**src/rtl/fifo_wr_arbiter_pkg.sv**
```systemverilog
// Shared accelerator definitions: arbiter FSM encodings and FIFO write-port defaults.
package fifo_wr_arbiter_pkg;

  typedef enum logic {
    ST_IDLE  = 1'b0,
    ST_GRANT = 1'b1
  } arb_state_e;

  localparam int FIFO_DWIDTH_DEF = 8;
  localparam int ARB_NREQ_DEF    = 4;
  localparam int ARB_BURST_DEF   = 4;
  localparam int BEAT_W          = 4;

  // Modulo-n wrap by compare, so non-power-of-two requester counts rotate correctly.
  function automatic int rr_wrap(input int v, input int n);
    return (v >= n) ? v - n : v;
  endfunction

endpackage

```
**src/rtl/fifo_wr_arbiter_rr_pick.sv**
```systemverilog
// Round-robin picker: first asserted request at or after rr_ptr, wrapping modulo NREQ.
module fifo_wr_arbiter_rr_pick
  import fifo_wr_arbiter_pkg::*;
#(
  parameter int NREQ = ARB_NREQ_DEF,
  parameter int IDW  = $clog2(ARB_NREQ_DEF)
) (
  input  logic [NREQ-1:0] req,
  input  logic [IDW-1:0]  rr_ptr,
  output logic            found,
  output logic [IDW-1:0]  idx
);

  // Walk offsets from farthest to nearest so the smallest offset wins.
  always_comb begin
    found = 1'b0;
    idx   = '0;
    for (int k = NREQ - 1; k >= 0; k--) begin
      if (req[IDW'(rr_wrap(int'(rr_ptr) + k, NREQ))]) begin
        found = 1'b1;
        idx   = IDW'(rr_wrap(int'(rr_ptr) + k, NREQ));
      end
    end
  end

endmodule

```
**src/rtl/fifo_wr_arbiter.sv**
```systemverilog
// Round-robin burst arbiter sharing one FIFO write port among NREQ producers.
//   state    | meaning
//   ST_IDLE  | no owner; pick next requester from rr_ptr
//   ST_GRANT | owner drives the FIFO port for up to BURST words
module fifo_wr_arbiter
  import fifo_wr_arbiter_pkg::*;
#(
  parameter int NREQ   = ARB_NREQ_DEF,
  parameter int DWIDTH = FIFO_DWIDTH_DEF,
  parameter int BURST  = ARB_BURST_DEF,
  localparam int IDW   = $clog2(NREQ)
) (
  input  logic                     clk,
  input  logic                     reset,
  input  logic [NREQ-1:0]          req,
  input  logic [NREQ*DWIDTH-1:0]   data,
  output logic [NREQ-1:0]          ack,
  input  logic                     fifo_full,
  output logic                     fifo_wr,
  output logic [DWIDTH-1:0]        fifo_wdata,
  output logic [IDW-1:0]           grant_id,
  output logic                     busy
);

  arb_state_e        state_q, state_d;
  logic [IDW-1:0]    owner_q, owner_d;
  logic [IDW-1:0]    rr_ptr_q, rr_ptr_d;
  logic [BEAT_W-1:0] beat_q, beat_d;

  logic              pick_found;
  logic [IDW-1:0]    pick_idx;
  logic              owner_req;
  logic              xfer;
  logic              last_beat;
  logic [IDW-1:0]    owner_nxt;

  fifo_wr_arbiter_rr_pick #(
    .NREQ (NREQ),
    .IDW  (IDW)
  ) u_rr_pick (
    .req    (req),
    .rr_ptr (rr_ptr_q),
    .found  (pick_found),
    .idx    (pick_idx)
  );

  // Port muxing stays combinational so a word is written in the same cycle it is acked.
  always_comb begin
    owner_req  = 1'b0;
    fifo_wdata = '0;
    for (int i = 0; i < NREQ; i++) begin
      if (owner_q == IDW'(i)) begin
        owner_req  = req[i];
        fifo_wdata = data[i*DWIDTH +: DWIDTH];
      end
    end
    xfer      = (state_q == ST_GRANT) && owner_req && !fifo_full;
    last_beat = (beat_q == BEAT_W'(BURST - 1));
    owner_nxt = (owner_q == IDW'(NREQ - 1)) ? '0 : owner_q + 1'b1;
    fifo_wr   = xfer;
    ack       = '0;
    for (int i = 0; i < NREQ; i++) begin
      ack[i] = xfer && (owner_q == IDW'(i));
    end
  end

  always_comb begin
    state_d  = state_q;
    owner_d  = owner_q;
    rr_ptr_d = rr_ptr_q;
    beat_d   = beat_q;
    case (state_q)
      ST_IDLE: begin
        if (pick_found) begin
          state_d = ST_GRANT;
          owner_d = pick_idx;
          beat_d  = '0;
        end
      end
      ST_GRANT: begin
        if (!owner_req || (xfer && last_beat)) begin
          state_d  = ST_IDLE;
          rr_ptr_d = owner_nxt;
          beat_d   = '0;
        end else if (xfer) begin
          beat_d = beat_q + 1'b1;
        end
      end
      default: state_d = ST_IDLE;
    endcase
  end

  always_ff @(posedge clk) begin
    if (reset) begin
      state_q  <= ST_IDLE;
      owner_q  <= '0;
      rr_ptr_q <= '0;
      beat_q   <= '0;
    end else begin
      state_q  <= state_d;
      owner_q  <= owner_d;
      rr_ptr_q <= rr_ptr_d;
      beat_q   <= beat_d;
    end
  end

  assign grant_id = owner_q;
  assign busy     = (state_q == ST_GRANT);

endmodule

```
**config.mk**
```make
export PLATFORM = sky130hd
export DESIGN_NAME = fifo_wr_arbiter
export DESIGN_NICKNAME = d
export VERILOG_FILES = /design/src/rtl/fifo_wr_arbiter_pkg.sv /design/src/rtl/fifo_wr_arbiter_rr_pick.sv /design/src/rtl/fifo_wr_arbiter.sv
export SDC_FILE = /design/constraint.sdc
export NUM_CORES = 1
export LEC_CHECK = 0
export BUFFER_PORTS_ARGS = -buffer_cell sky130_fd_sc_hd__buf_2
export CAP_MARGIN = 10
export CORE_MARGIN = 2
export CORE_UTILIZATION = 45
export CTS_CLUSTER_SIZE = 28
export DETAILED_ROUTE_END_ITERATION = 8
export PLACE_DENSITY = 0.95
export SETUP_SLACK_MARGIN = 0.1
export SYNTH_ARGS = -nofsm -noshare
export SYNTH_HDL_FRONTEND = slang
export SYNTH_SLANG_ARGS = --single-unit
```
**constraint.sdc**
```tcl
create_clock -name clk -period 4.33 [get_ports clk]
set_input_delay 0.6495 -clock clk [delete_from_list [all_inputs] [get_ports clk]]
set_output_delay 0.6495 -clock clk [all_outputs]
set_load 0.02 [all_outputs]
```
# Yosys cells after proc, flatten, opt, wreduce, memory -nomap -nowiden
# Index checks and enable logic that the tools add are counted.
# W data, S select, Z words.
[op_classes]
add_sub_neg = 9
magnitude_cmp = 8
n_eq_ne = 6
n_mux = 40
n_bitwise = 1
n_reduce_logical = 14
[ops]
columns = ["cell", "count"]
rows = [
  ["$mux W8", 4],
  ["$mux W1", 18],
  ["$mux W2", 9],
  ["$lt A2 B4 Y1 const B", 4],
  ["$mux W4", 3],
  ["$ge A3 B3 Y1 const B", 3],
  ["$bmux W1 S2", 4],
  ["$pmux W4 S2", 1],
  ["$sub A2 B1 Y2 const B", 4],
  ["$logic_and A1 B1 Y1", 7],
  ["$add A2 B2 Y3 const B", 2],
  ["$reduce_and A2 Y1", 3],
  ["$add A4 B1 Y4 const B", 1],
  ["$eq A2 B2 Y1 const B", 2],
  ["$eq A4 B2 Y1 const B", 1],
  ["$add A2 B1 Y3 const B", 1],
  ["$ge A2 B3 Y1 const B", 1],
  ["$ne A3 B1 Y1 const B", 1],
  ["$add A2 B1 Y2 const B", 1],
  ["$eq A2 B1 Y1 const B", 1],
  ["$logic_not A1 Y1", 2],
  ["$logic_not A2 Y1", 1],
  ["$ne A2 B2 Y1 const B", 1],
  ["$pmux W1 S2", 1],
  ["2 further kinds", 2],
]
[totals]
regBits = 9
in_bits = 39
out_inout_bits = 16

# Longest topological paths before layout
# Gate-level depths: netlist of run 1.
[logic_depth]
ltp_word = 12
ltp_mapped = 7
ltp_nobuf = 6

# By module
# A second synthesis of run 1 with hierarchy kept.
[unflattened]
cells_unflattened = 127
area_unflattened_um2 = 929.6
[modules_own_cells]
columns = ["mod", "instances", "cells_per_inst", "area_per_inst_um2"]
rows = [
  ["fifo_wr_arbiter", 1, 114, 852.1],
  ["fifo_wr_arbiter_rr_pick", 1, 13, 77.6],
]

# Worst setup path before layout of run 1
# Ideal clock, no wire load.
[synth_timing]
kind = "reg-to-output"
start = "reg owner_q[0] (netlist: grant_id[0])"
end = "out ack[0]"
t_arrival_ns = 1.972
t_required_ns = 3.681
path_slack_ns = 1.708
stages_incl_launch_ff = 8
path_buffers = 1
path_cell_list = "dfxtp_1 inv_1 ha_1 buf_2 nor3b_1 a21oi_1 and3b_1 and2_1"
[synth_between]
elab_chain_len = 8
elab_cells_between_ends = 11
cone_classes = "eq/ne: 3; mux: 4; reduce/logical: 4"
[synth_rtl]
columns = ["item", "line", "text"]
rows = [
  ["start, declared", "fifo_wr_arbiter.sv:26", "logic [IDW-1:0] owner_q, owner_d;"],
  ["start signal, assigned", "fifo_wr_arbiter.sv:101", "owner_q <= owner_d;"],
  ["$logic_not A2 Y1", "fifo_wr_arbiter.sv:52", "if (owner_q == IDW'(i)) begin"],
  ["$mux W1 (3 in a row)", "fifo_wr_arbiter.sv:52", ""],
  ["$mux W1 *", "fifo_wr_arbiter.sv:52", ""],
  ["$logic_and A1 B1 Y1 * (2 in a row)", "fifo_wr_arbiter.sv:57", "xfer = (state_q == ST_GRANT) && owner_req && !fifo_full;"],
  ["via fifo_wr", "fifo_wr_arbiter.sv:19", "output logic fifo_wr,"],
  ["$logic_and A1 B1 Y1 *", "fifo_wr_arbiter.sv:63", "ack[i] = xfer && (owner_q == IDW'(i));"],
  ["end, declared", "fifo_wr_arbiter.sv:17", "output logic [NREQ-1:0] ack,"],
]
# The timed path passes the listed nets; every way through them passes the cells marked *.

# Final worst setup path of run 1
[layout_timing]
start = "reg owner_q[0] (netlist: grant_id[0])"
end = "out ack[2]"
[layout_between]
elab_chain_len = 8
elab_cells_between_ends = 11
cone_classes = "eq/ne: 3; mux: 4; reduce/logical: 4"
[layout_rtl]
columns = ["item", "line"]
rows = [
  ["$logic_not A2 Y1", "fifo_wr_arbiter.sv:52"],
  ["$mux W1 (4 in a row)", "fifo_wr_arbiter.sv:52"],
  ["$logic_and A1 B1 Y1 (2 in a row)", "fifo_wr_arbiter.sv:57"],
  ["$logic_and A1 B1 Y1 *", "fifo_wr_arbiter.sv:63"],
]
# Mark *: on every way between the ends. The rest lies on a longest branch, timed or not.

==> results.sh, run 1 <==
export IMPL_cts_root_buf="clkbuf_4"
export IMPL_drc=0
export IMPL_wl_per_cell_um=12.9
export IMPL_max_cap_viol_count=0
export IMPL_ys_seq_area_frac=0.206
export IMPL_yosys_warnings=0
export IMPL_cts_made_buffers=3
export IMPL_power_leakage_nw=0.533
export IMPL_required_ns=3.68
export IMPL_path_cells="inv_1 > ha_1 > nor3b_1 > a21oi_1 > and3b_1 > and2_1 > buf_2"
export IMPL_fin_hold_ws_ns=0.484
export IMPL_grt_pass1_vias=857
export IMPL_synth_edff_count=0
export IMPL_syn_to_final_growth_pct=34.6
export IMPL_hold_path_class="flop to flop"
export IMPL_dpl_hpwl_um=1990
export IMPL_seq_power_share=0.311
export IMPL_syn_inst=119
export IMPL_timing_final_crit_share=0.687
export IMPL_coreArea_sq_um=1780
export IMPL_drtIter0Drc=36
export IMPL_initial_core_util=0.491
export IMPL_antenna_cells=0
export IMPL_ant_nets=0
export IMPL_clk_pin_slew_ns=0.06
export IMPL_relSlewSlack=0.584
export IMPL_synth_flop_cell="dfxtp_1"
export IMPL_critPathMaxFanout=19
export IMPL_cts_tree="yes"
export IMPL_r2r_start="grant_id[0]"
export IMPL_postCtsSetupRepairBufs=0
export IMPL_peakVddDrop_mv=0.172
export IMPL_vias=1073
export IMPL_htree_levels=1
export IMPL_port_buffers=54
export IMPL_tightest_slew_ns=0.624
export IMPL_crit_slowest_cell="dfxtp_1"
export IMPL_dieHeight_um=48.1
export IMPL_crit_family="simple AND/OR/NAND/NOR gates"
export IMPL_path_buf_inv=2
export IMPL_rsz0062_at_grt="false"
export IMPL_ys_async_sr_fraction=0
export IMPL_fmax_ghz=0.336
export IMPL_internal_power_mw=0.185
export IMPL_rrSetupSlack_ns=2.05
export IMPL_antenna_found_initial=0
export IMPL_avgSynthCellArea_sq_um=7.35
export IMPL_clockBufferDepth=2
export IMPL_grt_overflow=0
export IMPL_first_pass_iters=4
export IMPL_fillers=151
export IMPL_io_pins=55
export IMPL_hold_viol_final=0
export IMPL_clock_sinks=9
export IMPL_routed_wl_um=2530
export IMPL_post_dp_cell_area_sq_um=1150
export IMPL_cts_resized=0
export IMPL_nets=216
export IMPL_gp_congestion=0.918
export IMPL_start_kind="flop"
export IMPL_finalCriticalPeriod_ns=2.98
export IMPL_synth_area_sq_um=875
export IMPL_row_count=15
export IMPL_track_usage=0.207
export IMPL_fp_dieW_um=48.1
export IMPL_cts_hold_buf=0
export IMPL_ys_types=36
export IMPL_grt_start_max_net_pins=22
export IMPL_grt_pass1_wl_um=3420
export IMPL_clockPowerShare=0.209
export IMPL_finalSetupTns_ns=0
export IMPL_p_per_area_nw_per_um2=259
export IMPL_cpPeakStageDelay_ns=0.39
export IMPL_clock_latency_ns=0.26
export IMPL_combPwrFrac=0.479
export IMPL_reg2regPathDepth=6
export IMPL_swShare=0.395
export IMPL_worstHoldEndpoint="beat_q[1]"
export IMPL_drive_above_1_share=0.351
export IMPL_synth_fp_nets=163
export IMPL_design_area_sq_um=1180
export IMPL_die_area_sq_um=2310
export IMPL_worst_clock_skew_ns=0.000668
export IMPL_hold_path_startpoint="beat_q[1]"
export IMPL_hold_depth=2
export IMPL_critical_path_class="flop to output port"
export IMPL_cp_end_kind="output port"
export IMPL_setup_viol=0
export IMPL_p_switching_mw=0.120
export IMPL_slew_viol_final=0
export IMPL_synth_seq_cells=9
export IMPL_viasPerCell=5.47
export IMPL_worst_r2r_endpoint="rr_ptr_q[0]"
export IMPL_worstPathArrival_ns=2.33
export IMPL_status="completed"
cell usage after synthesis (2+ instances only):
cell type	instances	area share
nand2_1	13	0.056
dfxtp_1	9	0.21
inv_1	9	0.039
nor2b_1	8	0.057
o31ai_1	8	0.069
a21oi_1	7	0.040
a221oi_1	7	0.070
nand2b_1	7	0.050
ha_1	5	0.072
and2_1	4	0.029
nor2_1	4	0.017
a31oi_1	3	0.021
clkbuf_1	3	0.013
nor3_1	3	0.017
buf_2	2	0.011
mux2i_1	2	0.023
nand3_1	2	0.011
nor3b_1	2	0.017
o21ai_0	2	0.011
o221ai_1	2	0.020
o32ai_1	2	0.020
through the flow:
step                      instances  utilization  power [mW]  setup WS, ns
after floorplan                 119            -       0.190          1.71
after global placement          192        0.646       0.238          1.76
after detailed placement        192        0.646       0.243          1.63
after CTS                       196        0.660       0.310          1.33
after global routing            196        0.660       0.327          1.10
final                           196        0.660       0.305          1.35
layout by cell type (no fill, tap or decap), types with 4 or more instances in the layout:
cell type,n
a221oi_1,7
a21oi_1,7
dfxtp_1,9
buf_2,54
nor2b_1,8
nor2_1,4
inv_1,9
nand2_1,13
nand2b_1,7
ha_1,5
o31ai_1,8
and2_1,4
power groups by stage:
stage	Sequential, mW	Clock, mW	Combinational [mW]
3_3_place_gp	0.0956	0	0.143
4_1_cts	0.0947	0.0680	0.147
2_1_floorplan	0.0987	0	0.0911
3_5_place_dp	0.0963	0	0.146
5_1_grt	0.0958	0.0715	0.159
6_report	0.0949	0.0639	0.146
final cells by class:
class	count	area, sq um	area share
multi-input cells	95	636	0.540
repair buffers	54	270	0.230
flip-flops and latches	9	180	0.153
inverters	9	33.8	0.0287
well taps	25	31.3	0.0266
clock buffers	4	26.3	0.0223
registers in the layout, indices dropped and copies added, names as in the netlist:
register  flops
beat_q        4
rr_ptr_q      2
busy          1
grant_id      2
per-layer routing:
metal | vias up | global-route usage | part of all wire
met2 | 62 | 0.371 | 0.47
li1 | 542 | - | -
met1 | 465 | 0.244 | 0.41
met4 | 0 | 0.103 | 0.011
met5 | - | 0 | 0
met3 | 4 | 0.0189 | 0.10
cells by family after synthesis:
family,after synthesis,share of synthesized area
xor gates and xnor gates,1,0.0100
AOI/OAI and AO/OA,36,0.292
DFF,9,0.206
adders and majority gates,5,0.0715
buffers and inverters,15,0.0672
and+or+nand+nor,50,0.318
muxes,3,0.0358
worst max-delay path by stage:
stage,start,endpoint,cells after the start
6_report,grant_id[0],ack[2],7
5_1_grt,grant_id[1],ack[2],6
4_1_cts,grant_id[1],ack[0],6
3_5_place_dp,grant_id[1],ack[0],6
3_3_place_gp,grant_id[0],ack[3],6
2_1_floorplan,grant_id[0],ack[0],7
worst min-delay path, cell delays in order (launching register included):
cell     delay (ns)
dfxtp_1        0.32
inv_1          0.05
o32ai_1        0.06
Note: power is estimated with default switching activity, not from simulation.
==> inputs of run 2 (changes only) <==
CORE_UTILIZATION = 38   (was 45)
PLACE_DENSITY = 0.87   (was 0.95)
clock period = 2.5 ns   (was 4.33 ns; I/O delays follow)
==> results.sh, run 2 (synthesis gave the netlist of run 1 again) <==
export IMPL_row_count=17
export IMPL_total_power_mw=0.550
export IMPL_ant_nets=0
export IMPL_drtIter0Drc=22
export IMPL_max_cap_viol_count=0
export IMPL_fin_hold_ws_ns=0.420
export IMPL_initial_core_util=0.399
export IMPL_largest_reg_flops=4
export IMPL_clock_latency_ns=0.26
export IMPL_antenna_cells=0
export IMPL_swShare=0.394
export IMPL_clockBufferDepth=2
export IMPL_cts_made_buffers=3
export IMPL_die_area_sq_um=2700
export IMPL_gp_congestion=0.890
export IMPL_worst_clock_skew_ns=0.000440
export IMPL_cts_hold_buf=0
export IMPL_power_leakage_nw=0.554
export IMPL_finalCriticalPeriod_ns=2.24
export IMPL_fmax_ghz=0.446
export IMPL_dpl_hpwl_um=2110
export IMPL_grt_start_max_net_pins=14
export IMPL_cts_tree="yes"
export IMPL_final_common_cell="buf_2"
export IMPL_crit_slowest_cell="dfxtp_2"
export IMPL_track_usage=0.203
export IMPL_final_cell_mix="54 x buf_2, 13 x nand2_1, 9 x inv_1, 8 x o31ai_1"
export IMPL_nets=220
export IMPL_critical_path_class="flop to output port"
export IMPL_crit_family="simple AND/OR/NAND/NOR gates"
export IMPL_start_kind="flop"
export IMPL_combPwrFrac=0.495
export IMPL_peakVddDrop_mv=0.290
export IMPL_viasPerCell=5.39
export IMPL_required_ns=2.12
export IMPL_antenna_found_initial=0
export IMPL_grt_overflow=0
export IMPL_io_pins=55
export IMPL_seq_power_share=0.302
export IMPL_port_buffers=54
export IMPL_vias=1095
export IMPL_cts_root_buf="clkbuf_4"
export IMPL_cpPeakStageDelay_ns=0.39
export IMPL_tightest_slew_ns=0.417
export IMPL_cp_end_kind="output port"
export IMPL_fp_dieW_um=52.0
export IMPL_drive_above_1_share=0.411
export IMPL_status="completed"
export IMPL_internal_power_mw=0.333
export IMPL_p_switching_mw=0.217
export IMPL_path_cells="inv_1 > ha_2 > nor3b_1 > a21oi_1 > and3b_1 > and2_1 > buf_2"
export IMPL_grt_pass1_vias=984
export IMPL_relSlewSlack=0.721
export IMPL_hold_viol_final=0
export IMPL_grt_pass1_wl_um=4200
export IMPL_htree_levels=1
export IMPL_timing_final_crit_share=0.898
export IMPL_regMostFlops="beat_q"
export IMPL_setup_slack_ns=0.256
export IMPL_setup_viol=0
export IMPL_hold_path_class="primary input to flop"
export IMPL_routed_wl_um=2660
export IMPL_p_per_area_nw_per_um2=442
export IMPL_slew_viol_final=0
export IMPL_finalSetupTns_ns=0
export IMPL_worstPathArrival_ns=1.87
export IMPL_dieHeight_um=52.0
export IMPL_first_pass_iters=4
export IMPL_syn_to_final_growth_pct=42.1
export IMPL_clk_pin_slew_ns=0.06
export IMPL_path_buf_inv=2
export IMPL_pre_cts_ws_ns=0.280
export IMPL_final_util=0.567
export IMPL_rsz0062_at_grt="false"
export IMPL_drc=0
export IMPL_clockPowerShare=0.204
export IMPL_coreArea_sq_um=2190
export IMPL_wl_per_cell_um=13.1
export IMPL_critPathMaxFanout=10
export IMPL_clock_sinks=9
## run 2: area by class of cell
class,instances,area (sq um)
Clock buffer,4,26.3
Sequential cell,9,183
Fill cell,193,948
Tap cell,28,35.0
Timing Repair Buffer,58,300
Inverter,9,33.8
Multi-Input combinational cell,95,664
## run 2: through the flow
step                instances  instance area (sq um)
floorplan                 119                    875
global placement          198                   1180
detailed placement        198                   1180
CTS                       202                   1210
global route              203                   1240
finish                    203                   1240
## run 2: power groups by stage
stage                     Clock [mW]  Sequential, mW  Combinational [mW]
final                          0.112           0.166               0.272
after global routing           0.126           0.168               0.300
after CTS                      0.115           0.164               0.261
after detailed placement           0           0.167               0.256
after global placement             0           0.165               0.249
after floorplan                    0           0.171               0.158
## run 2: final timing paths
check                    from          end  slack, ns  depth (start not counted)
setup reg to reg  grant_id[0]  rr_ptr_q[0]       0.45                          7
hold reg to reg   grant_id[1]  grant_id[1]       0.49                          2
hold / removal          reset  grant_id[1]       0.42                          2
setup / recovery  grant_id[0]       ack[3]       0.26                          7
## run 2: repair_timing
action	in CTS	in global routing
resized for setup	3	6
setup endpoints to repair	11	11
buffers inserted	0	1
## run 2: routing by layer
layer  global-route usage  share of wire
met4               0.0789          0.012
met5                    0              0
met3               0.0345           0.11
met2                0.367           0.47
met1                0.233           0.41
